<file path="src/rtl/nn_out_framer_pkg.sv">
// Shared NN NoC register map, CHDR header type and frame-length helper.
package nn_out_framer_pkg;

  localparam int unsigned SR_ADDR_IN_SIZE  = 129;
  localparam int unsigned SR_ADDR_OUT_SIZE = 130;
  localparam int unsigned SR_ADDR_OUT_LEN  = 131;

  localparam int unsigned CHDR_TUSER_W = 128;
  localparam int unsigned LEN_W        = 16;

  typedef logic [CHDR_TUSER_W-1:0] chdr_tuser_t;

  // A programmed length of zero behaves as single-sample frames.
  function automatic logic [LEN_W-1:0] eff_len(input logic [LEN_W-1:0] len);
    return (len == '0) ? LEN_W'(1) : len;
  endfunction

endpackage

</file>
<file path="src/rtl/nn_out_framer_if.sv">
// AXI-stream output bundle from the framer to the packet resizer.
interface nn_out_framer_if #(
  parameter int unsigned WIDTH = 16
);
  import nn_out_framer_pkg::*;

  logic [WIDTH-1:0] tdata;
  chdr_tuser_t      tuser;
  logic             tlast;
  logic             tvalid;
  logic             tready;

  modport master (output tdata, tuser, tlast, tvalid, input tready);
  modport slave  (input tdata, tuser, tlast, tvalid, output tready);

endinterface

</file>
<file path="src/rtl/nn_sync_fifo.sv">
// Small synchronous FIFO with occupancy count; head word is visible on rd_data.
module nn_sync_fifo #(
  parameter int unsigned WIDTH  = 16,
  parameter int unsigned AWIDTH = 1
) (
  input  logic              clk,
  input  logic              reset,
  input  logic              wr_en,
  input  logic [WIDTH-1:0]  wr_data,
  input  logic              rd_en,
  output logic [WIDTH-1:0]  rd_data,
  output logic [AWIDTH:0]   count,
  output logic              full,
  output logic              empty
);

  localparam int unsigned DEPTH = 1 << AWIDTH;

  logic [WIDTH-1:0]  mem [DEPTH];
  logic [AWIDTH-1:0] wr_ptr;
  logic [AWIDTH-1:0] rd_ptr;
  logic              push;
  logic              pop;

  assign full    = (count == (AWIDTH+1)'(DEPTH));
  assign empty   = (count == '0);
  assign pop     = rd_en & ~empty;
  // A pop frees the slot in the same cycle, so a full FIFO still accepts a push.
  assign push    = wr_en & (~full | pop);
  assign rd_data = mem[rd_ptr];

  // Storage, pointers and occupancy.
  always_ff @(posedge clk) begin
    if (reset) begin
      mem    <= '{default: '0};
      wr_ptr <= '0;
      rd_ptr <= '0;
      count  <= '0;
    end else begin
      if (push) begin
        mem[wr_ptr] <= wr_data;
        wr_ptr      <= wr_ptr + 1'b1;
      end
      if (pop) begin
        rd_ptr <= rd_ptr + 1'b1;
      end
      case ({push, pop})
        2'b10:   count <= count + 1'b1;
        2'b01:   count <= count - 1'b1;
        default: count <= count;
      endcase
    end
  end

endmodule

</file>
<file path="src/rtl/nn_out_framer.sv">
// Turns the HLS ap_fifo result port into framed AXI-stream with a re-attached CHDR header.
module nn_out_framer
  import nn_out_framer_pkg::*;
#(
  parameter int unsigned WIDTH      = 16,
  parameter int unsigned SR_OUT_LEN = SR_ADDR_OUT_LEN,
  parameter int unsigned DEF_LEN    = 10,
  parameter int unsigned HDR_AWIDTH = 2
) (
  input  logic              clk,
  input  logic              reset,
  input  logic              set_stb,
  input  logic [7:0]        set_addr,
  input  logic [31:0]       set_data,
  input  logic [WIDTH-1:0]  res_din,
  input  logic              res_write,
  output logic              res_full_n,
  input  chdr_tuser_t       hdr_tuser,
  input  logic              hdr_tlast,
  input  logic              hdr_beat,
  nn_out_framer_if.master   o,
  output logic [LEN_W-1:0]  out_len,
  output logic              hdr_ovf
);

  logic [WIDTH-1:0]      d_head;
  logic [1:0]            d_count;
  logic                  d_full;
  logic                  d_empty;
  logic                  d_push;

  chdr_tuser_t           h_head;
  logic [HDR_AWIDTH:0]   h_count;
  logic                  h_full;
  logic                  h_empty;
  logic                  h_push;

  logic                  valid;
  logic                  tlast;
  logic                  beat;
  logic                  last_beat;
  logic                  sof;
  logic [LEN_W-1:0]      cnt;
  logic [LEN_W-1:0]      cur_len;
  logic                  unused_bits;

  assign unused_bits = ^{set_data[31:16], d_full, h_count};

  // Flow control looks only at registered occupancy; held low while in reset.
  assign res_full_n = ~reset & (d_count < 2'd2);
  assign d_push     = res_write & res_full_n;

  assign valid     = ~d_empty & ~h_empty;
  assign tlast     = valid & (cnt == cur_len - 1'b1);
  assign beat      = valid & o.tready;
  assign last_beat = beat & tlast;
  assign h_push    = hdr_beat & sof;

  assign o.tdata  = d_head;
  assign o.tuser  = h_head;
  assign o.tlast  = tlast;
  assign o.tvalid = valid;

  nn_sync_fifo #(
    .WIDTH  (WIDTH),
    .AWIDTH (1)
  ) u_data_fifo (
    .clk     (clk),
    .reset   (reset),
    .wr_en   (d_push),
    .wr_data (res_din),
    .rd_en   (beat),
    .rd_data (d_head),
    .count   (d_count),
    .full    (d_full),
    .empty   (d_empty)
  );

  nn_sync_fifo #(
    .WIDTH  (CHDR_TUSER_W),
    .AWIDTH (HDR_AWIDTH)
  ) u_hdr_fifo (
    .clk     (clk),
    .reset   (reset),
    .wr_en   (h_push),
    .wr_data (hdr_tuser),
    .rd_en   (last_beat),
    .rd_data (h_head),
    .count   (h_count),
    .full    (h_full),
    .empty   (h_empty)
  );

  // Frame-length settings register.
  always_ff @(posedge clk) begin
    if (reset) begin
      out_len <= LEN_W'(DEF_LEN);
    end else if (set_stb && (set_addr == 8'(SR_OUT_LEN))) begin
      out_len <= set_data[15:0];
    end
  end

  // Start-of-packet tracker on the input tap and sticky header overflow.
  always_ff @(posedge clk) begin
    if (reset) begin
      sof     <= 1'b1;
      hdr_ovf <= 1'b0;
    end else begin
      if (hdr_beat) begin
        sof <= hdr_tlast;
      end
      if (h_push && h_full && !last_beat) begin
        hdr_ovf <= 1'b1;
      end
    end
  end

  // Sample counter; the frame length is frozen once the first sample of a frame is presented.
  always_ff @(posedge clk) begin
    if (reset) begin
      cnt     <= '0;
      cur_len <= LEN_W'(DEF_LEN);
    end else begin
      if (last_beat) begin
        cnt <= '0;
      end else if (beat) begin
        cnt <= cnt + 1'b1;
      end
      if (last_beat || ((cnt == '0) && !valid)) begin
        cur_len <= eff_len(out_len);
      end
    end
  end

endmodule
</file>
<file path="src/flat_wrapper.sv">
// flat-port wrapper written by rule: the top's interface ports become plain ports
module nn_out_framer_flat import nn_out_framer_pkg::*;
#(
  parameter int unsigned WIDTH      = 16,
  parameter int unsigned SR_OUT_LEN = SR_ADDR_OUT_LEN,
  parameter int unsigned DEF_LEN    = 10,
  parameter int unsigned HDR_AWIDTH = 2
)
  (clk, reset, set_stb, set_addr, set_data, res_din, res_write, res_full_n, hdr_tuser, hdr_tlast, hdr_beat, out_len, hdr_ovf, o_tdata, o_tuser, o_tlast, o_tvalid, o_tready);
  nn_out_framer_if #(.WIDTH(WIDTH)) o_i ();
  input  logic clk;
  input  logic reset;
  input  logic set_stb;
  input  logic [7:0] set_addr;
  input  logic [31:0] set_data;
  input  logic [WIDTH-1:0] res_din;
  input  logic res_write;
  output logic res_full_n;
  input  chdr_tuser_t hdr_tuser;
  input  logic hdr_tlast;
  input  logic hdr_beat;
  output logic [LEN_W-1:0] out_len;
  output logic hdr_ovf;
  output wire logic [$bits(o_i.tdata)-1:0] o_tdata;
  output wire logic [$bits(o_i.tuser)-1:0] o_tuser;
  output wire logic [$bits(o_i.tlast)-1:0] o_tlast;
  output wire logic [$bits(o_i.tvalid)-1:0] o_tvalid;
  input wire logic [$bits(o_i.tready)-1:0] o_tready;
  assign o_tdata = o_i.tdata;
  assign o_tuser = o_i.tuser;
  assign o_tlast = o_i.tlast;
  assign o_tvalid = o_i.tvalid;
  assign o_i.tready = o_tready;
  nn_out_framer #(.WIDTH(WIDTH), .SR_OUT_LEN(SR_OUT_LEN), .DEF_LEN(DEF_LEN), .HDR_AWIDTH(HDR_AWIDTH)) u_core (.clk(clk), .reset(reset), .set_stb(set_stb), .set_addr(set_addr), .set_data(set_data), .res_din(res_din), .res_write(res_write), .res_full_n(res_full_n), .hdr_tuser(hdr_tuser), .hdr_tlast(hdr_tlast), .hdr_beat(hdr_beat), .o(o_i), .out_len(out_len), .hdr_ovf(hdr_ovf));
endmodule
</file>
<file path="config.mk">
export PLATFORM = sky130hd
export DESIGN_NAME = nn_out_framer_flat
export DESIGN_NICKNAME = d
export VERILOG_FILES = /design/src/rtl/nn_out_framer_pkg.sv /design/src/rtl/nn_out_framer_if.sv /design/src/rtl/nn_sync_fifo.sv /design/src/rtl/nn_out_framer.sv /design/src/flat_wrapper.sv
export SDC_FILE = /design/constraint.sdc
export NUM_CORES = 1
export LEC_CHECK = 0
export BUFFER_PORTS_ARGS = -buffer_cell sky130_fd_sc_hd__clkbuf_2
export CAP_MARGIN = 20
export CORE_MARGIN = 2
export CORE_UTILIZATION = 30
export DETAILED_ROUTE_END_ITERATION = 10
export SYNTH_ARGS = -nofsm -noshare
export SYNTH_HDL_FRONTEND = slang
export SYNTH_SLANG_ARGS = --single-unit
</file>
<file path="constraint.sdc">
create_clock -name clk -period 9.8 [get_ports clk]
set_clock_uncertainty 0.2 [all_clocks]
set_input_delay 0 -clock clk [delete_from_list [all_inputs] [get_ports clk]]
set_output_delay 0 -clock clk [all_outputs]
set_load 0.02 [all_outputs]
</file>
# Yosys cells after proc, flatten, opt, wreduce, memory -nomap -nowiden
# Index checks and enable logic that the tools add are counted.
# W data, S select, Z words.
dict set report totals {
  register_bits 605
  in_bits 191
  out_inout_bits 164
  wordCells 95
}
dict set report classes {
  n_addsub 10
  n_lt_le_gt_ge 7
  eq_ne 8
  muxes 15
  n_bitwise 22
  n_reduce_logical 16
}
# op n
set ops {}
lappend ops {{$bwmux W512} 1}
lappend ops {{$mux W128} 3}
lappend ops {{$bmux W128 S2} 1}
lappend ops {{$demux W128 S2} 1}
lappend ops {{$mux W16} 5}
lappend ops {{$bwmux W32} 1}
lappend ops {{$logic_not A16 Y1} 2}
lappend ops {{$add A16 B1 Y16 const B} 1}
lappend ops {{$demux W16 S1} 1}
lappend ops {{$eq A16 B16 Y1} 1}
lappend ops {{$sub A16 B1 Y16 const B} 1}
lappend ops {{$and A1 B1 Y1} 11}
lappend ops {{$eq A8 B8 Y1 const B} 1}
lappend ops {{$add A2 B1 Y2 const B} 3}
lappend ops {{$eq A2 B2 Y1 const B} 3}
lappend ops {{$ge A3 B3 Y1 const B} 2}
lappend ops {{$logic_and A1 B1 Y1} 6}
lappend ops {{$not A2 Y3} 2}
lappend ops {{$pmux W3 S2} 1}
lappend ops {{$not A1 Y1} 5}
lappend ops {{$eq A2 B1 Y1 const B} 2}
lappend ops {{$ge A2 B2 Y1 const B} 2}
lappend ops {{$not A1 Y2} 2}
lappend ops {{$pmux W2 S2} 1}
lappend ops {{other kinds (15)} 19}

# Logic depth before layout (Yosys ltp)
dict set report depth {
  ltp_word 10
  depth_mapped 16
}

# Cells and area by module
# From an unflattened synthesis, not the netlist that was laid out.
dict set report unflattened {
  cells_unflattened 2517
  hier_area_um2 28448.5
}
# mod instances cells_each area_each_um2 seq_area_each_um2
set by_module_without_submodules {}
lappend by_module_without_submodules {{nn_sync_fifo (u_core.u_hdr_fifo)} 1 2004 23826.6 10390.0}
lappend by_module_without_submodules {nn_out_framer 1 327 2861.5 1001.0}
lappend by_module_without_submodules {{nn_sync_fifo (u_core.u_data_fifo)} 1 186 1760.4 720.7}

# Worst setup path before layout
# Ideal clock, no wire load.
dict set report synth_path {
  kind {register to register}
  start {register u_core.cur_len[0]}
  end {register u_core.u_hdr_fifo.count[2]}
  arrival_time_ns 3.611
  path_slack_ns 5.918
  stages_incl_launch_ff 17
  n_path_buf 1
  synth_period_minus_slack_ns 3.882
  path_cell_list {dfxtp_1 > inv_1 > ha_1 > or3b_1 > or4_1 > a211oi_2 > o2111ai_1 > or4_1 > buf_2 > a21oi_1 > inv_1 > ha_1 > inv_1 > fa_1 > xor2_1 > or3_1 > a21oi_1}
}
dict set report synth_via {
  elab_chain_len 9
}
# element line
set synth_lines {}
lappend synth_lines {{start: declaration} nn_out_framer.sv:44} ;# logic [LEN_W-1:0] cur_len;
lappend synth_lines {{start signal: assignment} nn_out_framer.sv:122} ;# cur_len <= LEN_W'(DEF_LEN);
lappend synth_lines {{start signal: assignment} nn_out_framer.sv:130} ;# cur_len <= eff_len(out_len);
lappend synth_lines {{$sub A16 B1 Y16 (*)} nn_out_framer.sv:54} ;# assign tlast = valid & (cnt == cur_len - 1'b1);
lappend synth_lines {{$eq A16 B16 Y1 (*)} nn_out_framer.sv:54}
lappend synth_lines {{$and A1 B1 Y1 (*)} nn_out_framer.sv:54}
lappend synth_lines {{$and A1 B1 Y1 (*)} nn_out_framer.sv:56} ;# assign last_beat = beat & tlast;
lappend synth_lines {{$and A1 B1 Y1 (*)} nn_sync_fifo.sv:27} ;# assign pop = rd_en & ~empty;
lappend synth_lines {{$or A1 B1 Y1} nn_sync_fifo.sv:29} ;# assign push = wr_en & (~full | pop);
lappend synth_lines {{$and A1 B1 Y1} nn_sync_fifo.sv:29}
lappend synth_lines {{$eq A2 B1 Y1 or $eq A2 B2 Y1 (tied branches)} nn_sync_fifo.sv:47} ;# case ({push, pop})
lappend synth_lines {{$pmux W3 S2 or $reduce_bool A2 Y1 (tied branches)} n/a}
lappend synth_lines {{end signal: assignment} nn_sync_fifo.sv:48} ;# 2'b10: count <= count + 1'b1;
lappend synth_lines {{end signal: assignment} nn_sync_fifo.sv:49} ;# 2'b01: count <= count - 1'b1;
lappend synth_lines {{end signal: assignment} nn_sync_fifo.sv:50} ;# default: count <= count;
lappend synth_lines {{end: declaration} nn_sync_fifo.sv:12} ;# output logic [AWIDTH:0] count,
# Every way passes the cells marked *; elsewhere a longest branch is shown, timed or not.
# A chain may end at the register's enable or synchronous reset.

# Worst setup path in the final report
dict set report layout_path {
  start {register u_core.cur_len[0]}
  end {register u_core.u_hdr_fifo.mem[335] (netlist name)}
}
dict set report layout_via {
  elab_chain_len 7
}
# element line
set layout_lines {}
lappend layout_lines {{$sub A16 B1 Y16} nn_out_framer.sv:54}
lappend layout_lines {{$eq A16 B16 Y1} nn_out_framer.sv:54}
lappend layout_lines {{$and A1 B1 Y1} nn_out_framer.sv:54}
lappend layout_lines {{$and A1 B1 Y1} nn_out_framer.sv:56}
lappend layout_lines {{$and A1 B1 Y1} nn_sync_fifo.sv:27}
lappend layout_lines {{$or A1 B1 Y1} nn_sync_fifo.sv:29}
lappend layout_lines {{$and A1 B1 Y1} nn_sync_fifo.sv:29}
lappend layout_lines {{end signal: indexed assignment} nn_sync_fifo.sv:41} ;# mem[wr_ptr] <= wr_data;
lappend layout_lines {{end: declaration} nn_sync_fifo.sv:19} ;# logic [WIDTH-1:0] mem [DEPTH];
# No other way between the ends.

==> flow_metrics.py <==
metrics = {
    "critical_path": {
        "cp_max_fo": 37,
        "arrival_ns": 5.61,
        "critPathTopFamily": "simple AND/OR/NAND/NOR gates",
        "critPathMaxStageDelay_ns": 0.69,
        "endpoint_kind": "register",
        "crit_buf_inv": 3,
        "cp_slowest_cell": "a21boi_4",
        "worstPathCellList": "inv_1 -> ha_1 -> or3b_1 -> or4_1 -> a211oi_2 -> o2111ai_1 -> or4_1 -> a21boi_4 -> buf_4 -> buf_4 -> mux2i_1",
        "crit_type": "reg -> reg",
        "cp-start-kind": "register",
        "required_ns": 10.10,
    },
    "place": {
        "dpl.cell_count": 3811,
        "io_buffers": 338,
        "routabilityCongestion": 0.7809,
        "place_area_mm2": 0.02850,
        "hpwl_um": 39660,
    },
    "route": {
        "vias_per_cell": 4.664,
        "antenna_left": 0,
        "drt_pass1_iterations": 7,
        "first_iter_violations": 989,
        "routedWlPerCell_um": 16.18,
        "vias": 19458,
        "drc": 0,
        "routed_wl_um": 67520,
    },
    "die": {
        "row_count": 107,
        "core_mm2": 0.08541,
        "die_y_um": 298.0,
        "die-width_um": 298.0,
        "initial_core_util_pct": 30.37,
        "ioPinCount": 355,
        "die_area_mm2": 0.08882,
    },
    "finish": {
        "areaGrowthSynthToFinish_pct": 27.85,
        "final_util_pct": 38.82,
        "fin_nets": 3175,
        "instances_no_fill": 4172,
        "fillers": 8335,
        "stdcell_area_mm2": 0.03316,
        "final_layout_size_suffix_gt1_share_pct": 21.13,
    },
    "power": {
        "powerDensity_mw_per_mm2": 175.6,
        "peakVddDrop_mv": 0.1124,
        "leakage_uw": 0.01478,
        "power_uw": 5823,
    },
    "clocking": {
        "cts_tree": "built",
        "clock_sinks": 605,
        "cts_buffer_depth": 3,
        "cts-buffers-inserted": 70,
        "cts_setup_buffers": 0,
        "clkLatencyLatePin_ns": 0.60,
        "cts-htree-levels": 3,
        "root_buffer": "clkbuf_16",
        "clk_pin_slew_ns": 0.05,
    },
    "timing": {
        "worst_slew_pin_slew_ns": 1.092,
        "max_freq_mhz": 188.5,
        "min_period_ns": 5.305,
        "fin_setup_tns_ns": 0,
        "rsz0062_at_grt": "false",
        "slew_violations": 0,
        "fin_crit_sh_pct": 54.13,
        "hold_viol_final": 0,
        "setup_viol": 0,
        "relSlewSlack_pct": 26.80,
    },
    "synth": {
        "ys_seq_elements": 605,
        "ys_types": 53,
        "yosys.area.top_type": "dfxtp_1",
        "synth_edf_count": 0,
        "ys_seq_area_share_pct": 46.70,
        "async_reset_ff_share_pct": 0,
        "syn_nets": 2692,
        "synthCells": 2491,
        "yosys_most_used_dff": "dfxtp_1",
        "synth.cell_area_mm2": 0.02594,
        "synth_area_per_cell_um2": 10.41,
        "synth_area_leaders": "dfxtp_1 (47%), mux2i_1 (21%), mux4_2 (11%)",
        "synth_top_area_share_pct": 46.70,
        "yosys_warnings": 0,
    },
    "global_route": {
        "grt_pass1_wl_um": 108700,
        "grt_pass1_vias": 20227,
        "grt_max_degree": 199,
        "gr-usage-all-layers_pct": 14.95,
        "antenna_found_initial": 4,
        "grt-ovfl-total": 0,
    },
    "min_path": {
        "min_path_type": "in -> reg",
    },
    "status": {
        "status": "complete, no violations",
    },
    "run": {
        "drv_cap": 0,
    },
}
## kinds of logic after synthesis
family / count (synthesis) / synth area share, %
simple gates: 874 / 13.50
mux: 689 / 32.85
flops: 605 / 46.70
buf+inv: 201 / 3.493
compound gates: 78 / 1.799
xor+xnor: 34 / 1.148
fa+ha+maj: 10 / 0.5114
## metrics by stage
step | setup WS [ns] | hold slack, ns
finish | 4.495 | 0.06549
floorplan | 5.918 | -0.1058
CTS | 4.455 | 0.01082
detailed placement | 4.465 | 0.02496
global placement | 4.543 | 0.01953
global route | 4.194 | 0.04352
## worst register-to-register path: cells and delay by family (launching register included)
family	cells	cell delay, ns
buffers and inverters	3	1.35
AOI/OAI and AO/OA	3	1.23
DFF	1	0.36
adders and majority gates	1	0.21
muxes	1	0.35
and+or+nand+nor	3	1.54
## final timing paths
kind,startpoint,end,cells past startpoint,slack (ns)
worst min-delay path,hdr_tuser[69],u_core.u_hdr_fifo.mem[197],4,0.07
worst max-delay path,u_core.cur_len[0],u_core.u_hdr_fifo.mem[335],11,4.50
worst max register to register,u_core.cur_len[0],u_core.u_hdr_fifo.mem[335],11,4.50
worst min register to register,u_core.u_hdr_fifo.mem[290],u_core.u_hdr_fifo.mem[290],2,0.25
## repair_timing
| item | 4_1_cts | 5_1_grt |
|---|---|---|
| hold buffers | 234 | 0 |
| resized for setup | 0 | 0 |
| endpoints found under the hold margin | 595 | 0 |
| setup endpoints to repair | 0 | 0 |
## state kept, by name, indices dropped and copies added, names as in the netlist, 2 cells and up
| signal | flops |
|---|---|
| u_core.u_hdr_fifo.rd_ptr | 2 |
| u_core.u_data_fifo.mem | 32 |
| u_core.out_len | 16 |
| u_core.u_hdr_fifo.count | 3 |
| u_core.u_data_fifo.count | 2 |
| u_core.u_hdr_fifo.wr_ptr | 2 |
| u_core.cnt | 16 |
| u_core.u_hdr_fifo.mem | 512 |
| u_core.cur_len | 16 |
## synthesized netlist by cell type (2+ instances only)
cell type / count
o211ai_1: 2
clkbuf_1: 109
mux2_2: 17
mux2i_1: 544
nor4_2: 2
dfxtp_1: 605
buf_1: 19
o21ai_0: 8
inv_1: 13
mux4_2: 128
ha_1: 9
and2_1: 2
buf_2: 44
nand4_1: 7
nor2_1: 63
and4_1: 3
or4_1: 8
or3_1: 5
a211oi_1: 3
nand3_1: 9
nand2_1: 730
and3_1: 9
a21boi_1: 2
buf_12: 2
a41oi_1: 2
a31oi_1: 3
a21oi_1: 43
o21ai_1: 3
o2111ai_1: 2
or2_2: 4
nor3_1: 7
o31ai_1: 3
nand2b_1: 4
xnor2_1: 10
buf_8: 2
inv_2: 2
buf_4: 9
nor4_1: 16
xor2_1: 24
## layout by cell type (no fill, tap or decap), types with 24 or more instances in the layout
cell | netlist | final
nand2_1 | 730 | 730
dfxtp_1 | 605 | 603
mux2i_1 | 544 | 544
clkbuf_2 | 0 | 338
dlygate4sd3_1 | 0 | 234
mux4_2 | 128 | 128
clkbuf_16 | 0 | 71
nor2_1 | 63 | 63
a21oi_1 | 43 | 43
xor2_1 | 24 | 24
## layout make-up
type                       count  area (um2)  share of cell area [%]
clock inverter                27       284.0                  0.8565
clock buffer                  95        2017                   6.082
antenna                        4       10.01                 0.03019
multi-input combinational   1685       12980                   39.13
sequential                   605       12120                   36.55
timing repair buffer         597        4259                   12.84
tap                         1144        1431                   4.316
inverter                      15       63.81                  0.1924
## where the power goes
group / total [uW] / switching [uW] / internal (uW)
combinational: 620 / 342 / 278
clock: 2600 / 1070 / 1530
sequential: 2600 / 47.0 / 2550
total: 5820 / 1460 / 4360
## routing by layer
metal	vias to the layer above	global-route usage, %	part of all wire, %
met1	9385	18.81	45
met5	-	0	0
met4	0	5.719	3.3
met2	380	24.93	47
met3	130	3.296	4.8
li1	9563	-	-
(Power assumes the default switching activity.)
